===== config.mk =====
export PLATFORM = sky130hd
export DESIGN_NAME = jstk_spi_poller_flat
export DESIGN_NICKNAME = d
export VERILOG_FILES = /design/src/rtl/jstk_spi_poller_pkg.sv /design/src/rtl/jstk_spi_poller_if.sv /design/src/rtl/spi_byte_xfer.sv /design/src/rtl/jstk_spi_poller.sv /design/src/flat_wrapper.sv
export SDC_FILE = /design/constraint.sdc
export NUM_CORES = 1
export LEC_CHECK = 0
export ABC_CLOCK_PERIOD_IN_PS = 4300
export BUFFER_PORTS_ARGS = -buffer_cell sky130_fd_sc_hd__buf_4
export CORE_ASPECT_RATIO = 0.6
export CORE_UTILIZATION = 38
export DETAILED_ROUTE_END_ITERATION = 10
export GPL_TIMING_DRIVEN = 1
export HOLD_SLACK_MARGIN = 0.15
export PLACE_DENSITY_LB_ADDON = 0.12
export REMOVE_ABC_BUFFERS = 1
export SLEW_MARGIN = 40
export SYNTH_ARGS = -nofsm -noshare
export SYNTH_HDL_FRONTEND = slang
export SYNTH_SLANG_ARGS = --single-unit

===== constraint.sdc =====
create_clock -name CLK -period 4.3 [get_ports CLK]
set_clock_uncertainty 0.1 [all_clocks]
set_input_delay 0.43 -clock CLK [delete_from_list [all_inputs] [get_ports CLK]]
set_output_delay 0.43 -clock CLK [all_outputs]
set_load 0.05 [all_outputs]

===== src/rtl/jstk_spi_poller_pkg.sv =====
// Shared constants, FSM state type and frame pack/unpack helpers for the PmodJSTK poller.
package jstk_pkg;

   localparam int unsigned JSTK_NBYTES  = 5;
   localparam logic [5:0]  JSTK_CMD_LED = 6'b100000;

   // Position of each field inside the 5-byte response frame
   localparam int unsigned JSTK_B_XLO = 0;
   localparam int unsigned JSTK_B_XHI = 1;
   localparam int unsigned JSTK_B_YLO = 2;
   localparam int unsigned JSTK_B_YHI = 3;
   localparam int unsigned JSTK_B_BTN = 4;

   typedef enum logic [2:0] {
      StIdle,
      StCsSetup,
      StShift,
      StByteGap,
      StDone,
      StChGap
   } jstk_state_e;

   function automatic logic [9:0] jstk_unpack_pos(logic [7:0] lo, logic [7:0] hi);
      return {hi[1:0], lo};
   endfunction

   function automatic logic [2:0] jstk_unpack_btn(logic [7:0] b);
      return b[2:0];
   endfunction

   function automatic logic [7:0] jstk_pack_cmd(logic [1:0] led);
      return {JSTK_CMD_LED, led};
   endfunction

endpackage


===== src/rtl/jstk_spi_poller_if.sv =====
// Shared SPI bus to the joysticks: one chip select per device, common SCLK/MOSI/MISO.
interface jstk_spi_poller_if #(
   parameter int unsigned N_CH = 2
);
   logic [N_CH-1:0] cs_n;
   logic            SCLK;
   logic            MOSI;
   logic            MISO;

   modport master (output cs_n, output SCLK, output MOSI, input MISO);
   modport slave  (input cs_n, input SCLK, input MOSI, output MISO);
endinterface


===== src/rtl/spi_byte_xfer.sv =====
// Mode-0 single-byte SPI shifter: SCLK low then high per bit, MOSI MSB first, MISO taken on rise.
module spi_byte_xfer #(
   parameter int unsigned SCLK_DIV = 66
) (
   input  logic       CLK,
   input  logic       RST,
   input  logic       start,
   input  logic [7:0] tx_byte,
   input  logic       MISO,
   output logic       SCLK,
   output logic       MOSI,
   output logic [7:0] rx_byte,
   output logic       done
);

   localparam int unsigned DivW = (SCLK_DIV > 1) ? $clog2(SCLK_DIV) : 1;

   logic            active_q, active_d;
   logic [2:0]      bit_q, bit_d;
   logic [DivW-1:0] div_q, div_d;
   logic            sclk_q, sclk_d;
   logic            mosi_q, mosi_d;
   logic [7:0]      tx_q, tx_d;
   logic [7:0]      rx_q, rx_d;
   logic            phase_end;

   assign phase_end = (div_q == DivW'(SCLK_DIV - 1));

   always_comb begin
      active_d = active_q;
      bit_d    = bit_q;
      div_d    = div_q;
      sclk_d   = sclk_q;
      mosi_d   = mosi_q;
      tx_d     = tx_q;
      rx_d     = rx_q;
      if (!active_q) begin
         if (start) begin
            active_d = 1'b1;
            sclk_d   = 1'b0;
            mosi_d   = tx_byte[7];
            tx_d     = {tx_byte[6:0], 1'b0};
            bit_d    = 3'd7;
            div_d    = '0;
         end
      end else if (!phase_end) begin
         div_d = div_q + 1'b1;
      end else begin
         div_d = '0;
         if (!sclk_q) begin
            // Capture on the edge that raises SCLK: MISO has been stable through the low phase
            sclk_d = 1'b1;
            rx_d   = {rx_q[6:0], MISO};
         end else begin
            sclk_d = 1'b0;
            if (bit_q == 3'd0) begin
               active_d = 1'b0;
               mosi_d   = 1'b0;
            end else begin
               bit_d  = bit_q - 1'b1;
               mosi_d = tx_q[7];
               tx_d   = {tx_q[6:0], 1'b0};
            end
         end
      end
   end

   always_ff @(posedge CLK) begin
      if (RST) begin
         active_q <= 1'b0;
         bit_q    <= '0;
         div_q    <= '0;
         sclk_q   <= 1'b0;
         mosi_q   <= 1'b0;
         tx_q     <= '0;
         rx_q     <= '0;
      end else begin
         active_q <= active_d;
         bit_q    <= bit_d;
         div_q    <= div_d;
         sclk_q   <= sclk_d;
         mosi_q   <= mosi_d;
         tx_q     <= tx_d;
         rx_q     <= rx_d;
      end
   end

   // High on the final cycle of the byte; rx_byte is complete at that point
   assign done    = active_q && sclk_q && phase_end && (bit_q == 3'd0);
   assign SCLK    = sclk_q;
   assign MOSI    = mosi_q;
   assign rx_byte = rx_q;

endmodule


===== src/rtl/jstk_spi_poller.sv =====
// Polls N_CH PmodJSTK joysticks over a shared SPI bus on every poll tick and registers
// the decoded X/Y/button state per channel.
module jstk_spi_poller
   import jstk_pkg::*;
#(
   parameter int unsigned N_CH         = 2,
   parameter int unsigned SCLK_DIV     = 66,
   parameter int unsigned POLL_DIV     = 20_000_000,
   parameter int unsigned CS_SETUP_CYC = 1500,
   parameter int unsigned BYTE_GAP_CYC = 1000,
   localparam int unsigned ChW         = (N_CH > 1) ? $clog2(N_CH) : 1
) (
   input  logic                 CLK,
   input  logic                 RST,
   input  logic                 poll_en,
   input  logic [2*N_CH-1:0]    led_cmd,
   jstk_spi_poller_if.master    spi,
   output logic [10*N_CH-1:0]   pos_x,
   output logic [10*N_CH-1:0]   pos_y,
   output logic [3*N_CH-1:0]    btn,
   output logic                 upd_valid,
   output logic [ChW-1:0]       upd_ch,
   output logic                 busy,
   output logic                 overrun
);

   localparam int unsigned PollW  = $clog2(POLL_DIV);
   localparam int unsigned TmrMax = (CS_SETUP_CYC > BYTE_GAP_CYC) ? CS_SETUP_CYC : BYTE_GAP_CYC;
   localparam int unsigned TmrW   = $clog2(TmrMax + 1);

   jstk_state_e       state_q, state_d;
   logic [PollW-1:0]  poll_cnt_q, poll_cnt_d;
   logic [TmrW-1:0]   tmr_q, tmr_d;
   logic [ChW-1:0]    ch_q, ch_d, ch_nxt;
   logic [2:0]        byte_q, byte_d;
   logic [7:0]        cmd_q, cmd_d;
   logic [N_CH-1:0]   cs_n_q, cs_n_d;
   logic              busy_q, busy_d;
   logic              overrun_q, overrun_d;
   logic              upd_valid_q, upd_valid_d;
   logic [ChW-1:0]    upd_ch_q, upd_ch_d;
   logic [7:0]        rx_q [JSTK_NBYTES-1];
   logic [7:0]        rx_d [JSTK_NBYTES-1];
   logic [9:0]        pos_x_q [N_CH];
   logic [9:0]        pos_x_d [N_CH];
   logic [9:0]        pos_y_q [N_CH];
   logic [9:0]        pos_y_d [N_CH];
   logic [2:0]        btn_q [N_CH];
   logic [2:0]        btn_d [N_CH];

   logic              tick;
   logic              xfer_start;
   logic              xfer_done;
   logic [7:0]        xfer_tx;
   logic [7:0]        xfer_rx;
   logic              sclk;
   logic              mosi;

   function automatic logic [N_CH-1:0] cs_sel(logic [ChW-1:0] c);
      return ~(N_CH'(1) << c);
   endfunction

   assign tick    = (poll_cnt_q == PollW'(POLL_DIV - 1));
   assign ch_nxt  = ch_q + 1'b1;
   // Only the first byte of a frame carries the LED command
   assign xfer_tx = (state_q == StCsSetup) ? cmd_q : 8'h00;

   always_comb begin
      state_d     = state_q;
      tmr_d       = tmr_q;
      ch_d        = ch_q;
      byte_d      = byte_q;
      cmd_d       = cmd_q;
      cs_n_d      = cs_n_q;
      busy_d      = busy_q;
      overrun_d   = overrun_q;
      upd_valid_d = 1'b0;
      upd_ch_d    = upd_ch_q;
      rx_d        = rx_q;
      pos_x_d     = pos_x_q;
      pos_y_d     = pos_y_q;
      btn_d       = btn_q;
      xfer_start  = 1'b0;
      poll_cnt_d  = tick ? '0 : poll_cnt_q + 1'b1;

      if (tick && busy_q) overrun_d = 1'b1;

      case (state_q)
         StIdle: begin
            if (tick && poll_en) begin
               state_d = StCsSetup;
               ch_d    = '0;
               tmr_d   = '0;
               busy_d  = 1'b1;
               cs_n_d  = cs_sel('0);
               cmd_d   = jstk_pack_cmd(led_cmd[1:0]);
            end
         end
         StCsSetup: begin
            if (tmr_q == TmrW'(CS_SETUP_CYC - 1)) begin
               xfer_start = 1'b1;
               byte_d     = '0;
               state_d    = StShift;
            end else begin
               tmr_d = tmr_q + 1'b1;
            end
         end
         StShift: begin
            if (xfer_done) begin
               if (byte_q == 3'(JSTK_NBYTES - 1)) begin
                  // Release the device and publish the whole frame in the same edge
                  state_d          = StDone;
                  cs_n_d           = '1;
                  pos_x_d[ch_q]    = jstk_unpack_pos(rx_q[JSTK_B_XLO], rx_q[JSTK_B_XHI]);
                  pos_y_d[ch_q]    = jstk_unpack_pos(rx_q[JSTK_B_YLO], rx_q[JSTK_B_YHI]);
                  btn_d[ch_q]      = jstk_unpack_btn(xfer_rx);
                  upd_valid_d      = 1'b1;
                  upd_ch_d         = ch_q;
               end else begin
                  rx_d[byte_q[1:0]] = xfer_rx;
                  state_d           = StByteGap;
                  tmr_d             = '0;
               end
            end
         end
         StByteGap: begin
            if (tmr_q == TmrW'(BYTE_GAP_CYC - 1)) begin
               xfer_start = 1'b1;
               byte_d     = byte_q + 1'b1;
               state_d    = StShift;
            end else begin
               tmr_d = tmr_q + 1'b1;
            end
         end
         StDone: begin
            state_d = StChGap;
            tmr_d   = '0;
         end
         StChGap: begin
            if (tmr_q == TmrW'(BYTE_GAP_CYC - 1)) begin
               if (ch_q == ChW'(N_CH - 1)) begin
                  state_d = StIdle;
                  busy_d  = 1'b0;
               end else begin
                  state_d = StCsSetup;
                  ch_d    = ch_nxt;
                  tmr_d   = '0;
                  cs_n_d  = cs_sel(ch_nxt);
                  cmd_d   = jstk_pack_cmd(led_cmd[2*ch_nxt +: 2]);
               end
            end else begin
               tmr_d = tmr_q + 1'b1;
            end
         end
         default: state_d = StIdle;
      endcase
   end

   always_ff @(posedge CLK) begin
      if (RST) begin
         state_q     <= StIdle;
         poll_cnt_q  <= '0;
         tmr_q       <= '0;
         ch_q        <= '0;
         byte_q      <= '0;
         cmd_q       <= '0;
         cs_n_q      <= '1;
         busy_q      <= 1'b0;
         overrun_q   <= 1'b0;
         upd_valid_q <= 1'b0;
         upd_ch_q    <= '0;
         rx_q        <= '{default: '0};
         pos_x_q     <= '{default: '0};
         pos_y_q     <= '{default: '0};
         btn_q       <= '{default: '0};
      end else begin
         state_q     <= state_d;
         poll_cnt_q  <= poll_cnt_d;
         tmr_q       <= tmr_d;
         ch_q        <= ch_d;
         byte_q      <= byte_d;
         cmd_q       <= cmd_d;
         cs_n_q      <= cs_n_d;
         busy_q      <= busy_d;
         overrun_q   <= overrun_d;
         upd_valid_q <= upd_valid_d;
         upd_ch_q    <= upd_ch_d;
         rx_q        <= rx_d;
         pos_x_q     <= pos_x_d;
         pos_y_q     <= pos_y_d;
         btn_q       <= btn_d;
      end
   end

   spi_byte_xfer #(
      .SCLK_DIV (SCLK_DIV)
   ) u_xfer (
      .CLK     (CLK),
      .RST     (RST),
      .start   (xfer_start),
      .tx_byte (xfer_tx),
      .MISO    (spi.MISO),
      .SCLK    (sclk),
      .MOSI    (mosi),
      .rx_byte (xfer_rx),
      .done    (xfer_done)
   );

   assign spi.cs_n = cs_n_q;
   assign spi.SCLK = sclk;
   assign spi.MOSI = mosi;

   for (genvar k = 0; k < N_CH; k++) begin : g_out
      assign pos_x[10*k +: 10] = pos_x_q[k];
      assign pos_y[10*k +: 10] = pos_y_q[k];
      assign btn[3*k +: 3]     = btn_q[k];
   end

   assign upd_valid = upd_valid_q;
   assign upd_ch    = upd_ch_q;
   assign busy      = busy_q;
   assign overrun   = overrun_q;

endmodule


===== src/flat_wrapper.sv =====
// flat-port wrapper written by rule: the top's interface ports become plain ports
module jstk_spi_poller_flat import jstk_pkg::*;
#(
   parameter int unsigned N_CH         = 2,
   parameter int unsigned SCLK_DIV     = 66,
   parameter int unsigned POLL_DIV     = 20_000_000,
   parameter int unsigned CS_SETUP_CYC = 1500,
   parameter int unsigned BYTE_GAP_CYC = 1000,
   localparam int unsigned ChW         = (N_CH > 1) ? $clog2(N_CH) : 1
)
  (CLK, RST, poll_en, led_cmd, pos_x, pos_y, btn, upd_valid, upd_ch, busy, overrun, spi_cs_n, spi_SCLK, spi_MOSI, spi_MISO);
  jstk_spi_poller_if #(.N_CH(N_CH)) spi_i ();
  input  logic CLK;
  input  logic RST;
  input  logic poll_en;
  input  logic [2*N_CH-1:0] led_cmd;
  output logic [10*N_CH-1:0] pos_x;
  output logic [10*N_CH-1:0] pos_y;
  output logic [3*N_CH-1:0] btn;
  output logic upd_valid;
  output logic [ChW-1:0] upd_ch;
  output logic busy;
  output logic overrun;
  output wire logic [$bits(spi_i.cs_n)-1:0] spi_cs_n;
  output wire logic [$bits(spi_i.SCLK)-1:0] spi_SCLK;
  output wire logic [$bits(spi_i.MOSI)-1:0] spi_MOSI;
  input wire logic [$bits(spi_i.MISO)-1:0] spi_MISO;
  assign spi_cs_n = spi_i.cs_n;
  assign spi_SCLK = spi_i.SCLK;
  assign spi_MOSI = spi_i.MOSI;
  assign spi_i.MISO = spi_MISO;
  jstk_spi_poller #(.N_CH(N_CH), .SCLK_DIV(SCLK_DIV), .POLL_DIV(POLL_DIV), .CS_SETUP_CYC(CS_SETUP_CYC), .BYTE_GAP_CYC(BYTE_GAP_CYC)) u_core (.CLK(CLK), .RST(RST), .poll_en(poll_en), .led_cmd(led_cmd), .spi(spi_i), .pos_x(pos_x), .pos_y(pos_y), .btn(btn), .upd_valid(upd_valid), .upd_ch(upd_ch), .busy(busy), .overrun(overrun));
endmodule

# Yosys cells after proc, flatten, opt, wreduce, memory -nomap -nowiden

Cells that the tools add are included.

Register bits after elaboration: 164
Input port bits: 8
Output and inout port bits: 54
Word-level logic and storage cells: 180

Add/subtract/negate cells: 6
Magnitude comparators: 4
Eq/ne operators: 25
Shift operators: 2
Mux-type cells: 79
Bitwise gates (word level): 7
Reduce and logical (&&, ||, !) cells: 29

Operator list:

| operator              | number |
|---|---|
| $mux 8                | 10 |
| $mux 11               | 7 |
| $pmux 11 s6           | 1 |
| $mux 3                | 14 |
| $bwmux 20             | 2 |
| $bwmux 32             | 1 |
| $add 25x1->25 const B | 1 |
| $eq 25x25->1 const B  | 1 |
| $mux 1                | 24 |
| $mux 7                | 3 |
| $pmux 3 s6            | 1 |
| $reduce_and 3->1      | 6 |
| $demux 8 s2           | 1 |
| $pmux 8 s2            | 1 |
| $ne 2x1->1 const B    | 7 |
| $ne 2x2->1 const B    | 7 |
| $reduce_and 4->1      | 3 |
| $add 11x1->11 const B | 1 |
| $eq 11x10->1 const B  | 1 |
| $eq 11x11->1 const B  | 1 |
| $demux 10 s1          | 1 |
| $mux 10               | 1 |
| $mux 2                | 5 |
| $eq 3x3->1 const B    | 3 |
| other kinds (34)      | 49 |

# Logic depth before layout (Yosys ltp)

Depth in word-level cells: 6
Mapped depth: 9
Depth with buffers taken out: 8

# By module

A second synthesis with hierarchy kept.

Cell total of the unflattened synthesis: 738
Area total of the unflattened synthesis: 6,118.4 um^2

By module, submodules not included:

| module          | times used | cells each | area each (um^2) | sequential area each (um^2) |
|---|---|---|---|---|
| jstk_spi_poller | 1          | 597        | 4,834.6          | 2,362.3 |
| spi_byte_xfer   | 1          | 141        | 1,283.7          | 560.5 |

# Worst setup path before layout

No wires, ideal clock.

Path type: register to register
From: register u_core.poll_cnt_q[17]
To: register u_core.tmr_q[0]
Setup time: 70 ps
Arrival time: 2,454 ps
Data required time: 4,130 ps
Path slack: 1,676 ps
Stages on the path, launching flop included: 7
Path buffers: 0
Clock period less this slack: 2,624 ps
Path through: dfxtp_1 > or4b_1 > or4_4 > nor4_4 > a31oi_4 > or4_1 > a21oi_1

Longest elaborated chain between the ends: 4

RTL lines:

| element                           | RTL line               | RTL |
|---|---|---|
| start: declaration                | jstk_spi_poller.sv:32  | `logic [PollW-1:0] poll_cnt_q, poll_cnt_d;` |
| start signal: assignment          | jstk_spi_poller.sv:178 | `poll_cnt_q <= poll_cnt_d;` |
| $eq 25x25->1                      | jstk_spi_poller.sv:63  | `assign tick = (poll_cnt_q == PollW'(POLL_DIV - 1));` |
| $logic_and 1x1->1                 | jstk_spi_poller.sv:90  | `if (tick && poll_en) begin` |
| $ne 2x1->1 (no source line)       | -                      |  |
| $reduce_and 7->1 (no source line) | -                      |  |
| end signal: assignment            | jstk_spi_poller.sv:179 | `tmr_q <= tmr_d;` |
| end: declaration                  | jstk_spi_poller.sv:33  | `logic [TmrW-1:0] tmr_q, tmr_d;` |

Every way passes these cells.
A chain may end at the register's enable or synchronous reset.

# Worst setup path in the final report

From: register u_core.poll_cnt_q[13]
To: register u_core.poll_cnt_q[17]

Longest elaborated chain between the ends: 2
Elaborated cells on any way between the ends: 3

RTL lines:

| element |
|---|
| branches (longest 2 deep; another with $add 25x1->25) |

Parallel ways; which one is timed is not known.

==> metrics.cfg <==
[logic_synthesis]
number_of_warnings_issued_by_yosys=0
yosysUniqueCellTypes=56
synth-seq-area-share_pct=47.9
synth-async-reset-ratio_pct=0
syn-mean-instance-area_sq_um=8.10
synth-main-ff-cell=sky130_fd_sc_hd__dfxtp_1
post_synth_instance_area_sq_um=6110
post_synth_inst_count=754
ys_seq_elements=146
synth_enable_flop_cells=0

[placement]
dp.cells=980
placedInstanceArea_sq_um=6690
hpwl_mm=10.6
globalplace.congestion=0.797
port-buffer-count=61

[clock_tree]
cts_tree=done
post_cts_hold_buffer_count=0
worst_setup_hold_path_clk_slew_ns=0.07
htree_levels=4
cts_root_buffer=sky130_fd_sc_hd__clkbuf_16
cts_made_buffers=17
clk-insertion-delay-late_ns=0.42
clkSinkCount=146
cts_repair_resize_count=0
postCtsSetupRepairBufs=0
clk_path_buf_depth=2

[power]
worst_ir_drop_on_vdd_mv=0.233
power.density_nw_per_um2=392
power.static_leakage_nw=2.58
power_mw=2.85

[status]
violations=DRC
run_status=complete, but fails checks

[final_layout]
leading_cell_type_in_the_layout_fill_and_taps_excluded=sky130_fd_sc_hd__nand2_1
area_growth_syn_to_layout_pct=19.1
fin_util_pct=46.9
n_antenna_cell=0
final_stage_net_count=814
layout_common_cells=sky130_fd_sc_hd__nand2_1 (184), sky130_fd_sc_hd__dfxtp_1 (146), sky130_fd_sc_hd__a21oi_1 (97)
final_cells=1012
drive_above_1_share_pct=13.5
finalInstanceArea_sq_um=7270
fillCellCount=1499

[floorplanning]
die-area_sq_um=16600
core_sq_um=15500
rows=35
fp.dieW_um=166
pin_count=62
height_of_the_die_um=100
initial_utilization_pct=39.4

[timing]
max_slew.worst_pin.slew_ns=0.753
finalMaxSlewViolations=0
headroom_to_the_max_slew_limit_pct=49.3
post-route-min-period_ns=2.92
fin_crit_sh_pct=67.8
tns_ns=0
grt_setup_unrepaired=false
timing.final.setup_violations=0
finalHoldViolCount=0
fmax_ghz=0.343

[critical_path]
timing.critical_path.to_type=flop
cp-start-kind=flop
timing.reg2reg.worst_path_depth=5
reg2reg_slack_ns=1.38
worstPathArrival_ns=3.10
worst-setup-path-type=flop to flop
startpoint_of_the_lowest_slack_register_to_register_path=u_core.poll_cnt_q[13]
r2r_end=u_core.poll_cnt_q[17]
crit_fanout=25
worstPathRequired_ns=4.48

[drt]
drc_errors=8
wl_final_mm=15.4
drt_wl_cell_um=15.2
num_vias=5375
route.antenna.remaining_nets=0
drt_first_pass_iters=8
vias_per_cell=5.31
drt_first_iter_violations=493

[global_routing]
number_of_antenna_violations_at_the_first_check_in_global_routing=0
grt_max_degree=65
grt.total_usage_pct=19.3
globalRouteOverflowTotal=0
first_global_vias=4981
grt_pass1_wl_mm=25.5

[worst_hold_path]
min_from=spi_MISO
hold_path_depth=3
hp-class=input port to flop
hold_end=u_core.u_xfer.rx_byte[0]

[flow_run]
drv_cap=0

## area by class of cell
class | count | area (sq um) | share of cell area (%)
multi-input cells | 557 | 3000 | 41.3
flip-flops and latches | 146 | 2920 | 40.2
inverters | 11 | 41.3 | 0.568
clock buffers | 18 | 429 | 5.90
clock inverters | 14 | 145 | 2.00
well taps | 203 | 254 | 3.49
repair buffers | 63 | 473 | 6.51
## logic make-up after synthesis
family	after synthesis	share of synthesized area, %
AOI/OAI and AO/OA	155	15.2
xor gates and xnor gates	20	2.87
adders and majority gates	10	2.05
buffers and inverters	51	3.20
DFF	146	47.9
muxes	7	1.17
and+or+nand+nor	365	27.6
## power breakdown
group	leakage (nW)	total [mW]	internal, mW	switching [mW]
registers	1.18	1.36	1.35	0.00239
clock network	0.278	1.46	0.818	0.637
logic	1.13	0.0359	0.00804	0.0279
total	2.58	2.85	2.18	0.667
## synthesized netlist by cell type (all sizes together), types with 4 or more instances
cell | n | area [sq um]
ha | 10 | 125
xnor2 | 7 | 61.3
xor2 | 13 | 114
a211oi | 4 | 30.0
a32o | 7 | 70.1
and2 | 9 | 56.3
dfxtp | 146 | 2920
nor3b | 5 | 37.5
o21ai | 16 | 80.1
or3 | 8 | 50.1
nand2 | 185 | 694
clkbuf | 37 | 139
and3 | 12 | 75.1
inv | 9 | 33.8
nor3 | 14 | 75.1
a21oi | 97 | 485
mux2i | 6 | 60.1
or4 | 4 | 33.8
nor4 | 8 | 65.1
a22oi | 6 | 45.0
nand3 | 27 | 135
nand4 | 9 | 56.3
nor2 | 62 | 233
## sequential cells by signal (all words and copies together) (netlist names), 2 cells and up
name,count
u_core.poll_cnt_q,25
u_core.pos_x,20
u_core.pos_y,20
u_core.rx_q,20
u_core.tmr_q,11
u_core.u_xfer.rx_byte,8
u_core.u_xfer.div_q,7
u_core.u_xfer.tx_q,7
u_core.btn,6
u_core.byte_q,3
u_core.cmd_q,3
u_core.state_q,3
u_core.u_xfer.bit_q,3
u_core.spi.cs_n,2
## worst max-delay path: stages, from the launching register on
cell and delay [ns]:
sky130_fd_sc_hd__dfxtp_1 0.42, sky130_fd_sc_hd__or4b_1 0.47, sky130_fd_sc_hd__or4_4 0.52, sky130_fd_sc_hd__nor4_1 0.60, sky130_fd_sc_hd__or2_2 0.55, sky130_fd_sc_hd__nor2_1 0.10
## metal layers
metal	vias up	wire length, um	global-route usage [%]
li1	2692	-	-
met1	2559	8290	28.4
met2	112	6290	28.0
met3	12	659	3.43
met4	0	125	7.05
met5	-	0	0
## worst max path at each step
stage | start | endpoint | cells after the start
floorplan | u_core.u_xfer.div_q[2] | u_core.btn[0] | 6
global placement | u_core.u_xfer.div_q[2] | u_core.pos_y[16] | 6
detailed placement | u_core.u_xfer.div_q[2] | u_core.pos_x[10] | 6
CTS | u_core.u_xfer.div_q[2] | u_core.pos_x[10] | 6
global route | u_core.u_xfer.div_q[2] | u_core.pos_x[11] | 6
finish | u_core.poll_cnt_q[13] | u_core.poll_cnt_q[17] | 5
## per-stage QoR
step | hold WS [ns] | setup slack, ns
floorplan | 0.326 | 1.56
global placement | 0.340 | 1.52
detailed placement | 0.347 | 1.24
CTS | 0.165 | 1.24
global route | 0.176 | 1.10
finish | 0.174 | 1.38
Note: power is estimated with default switching activity, not from simulation.
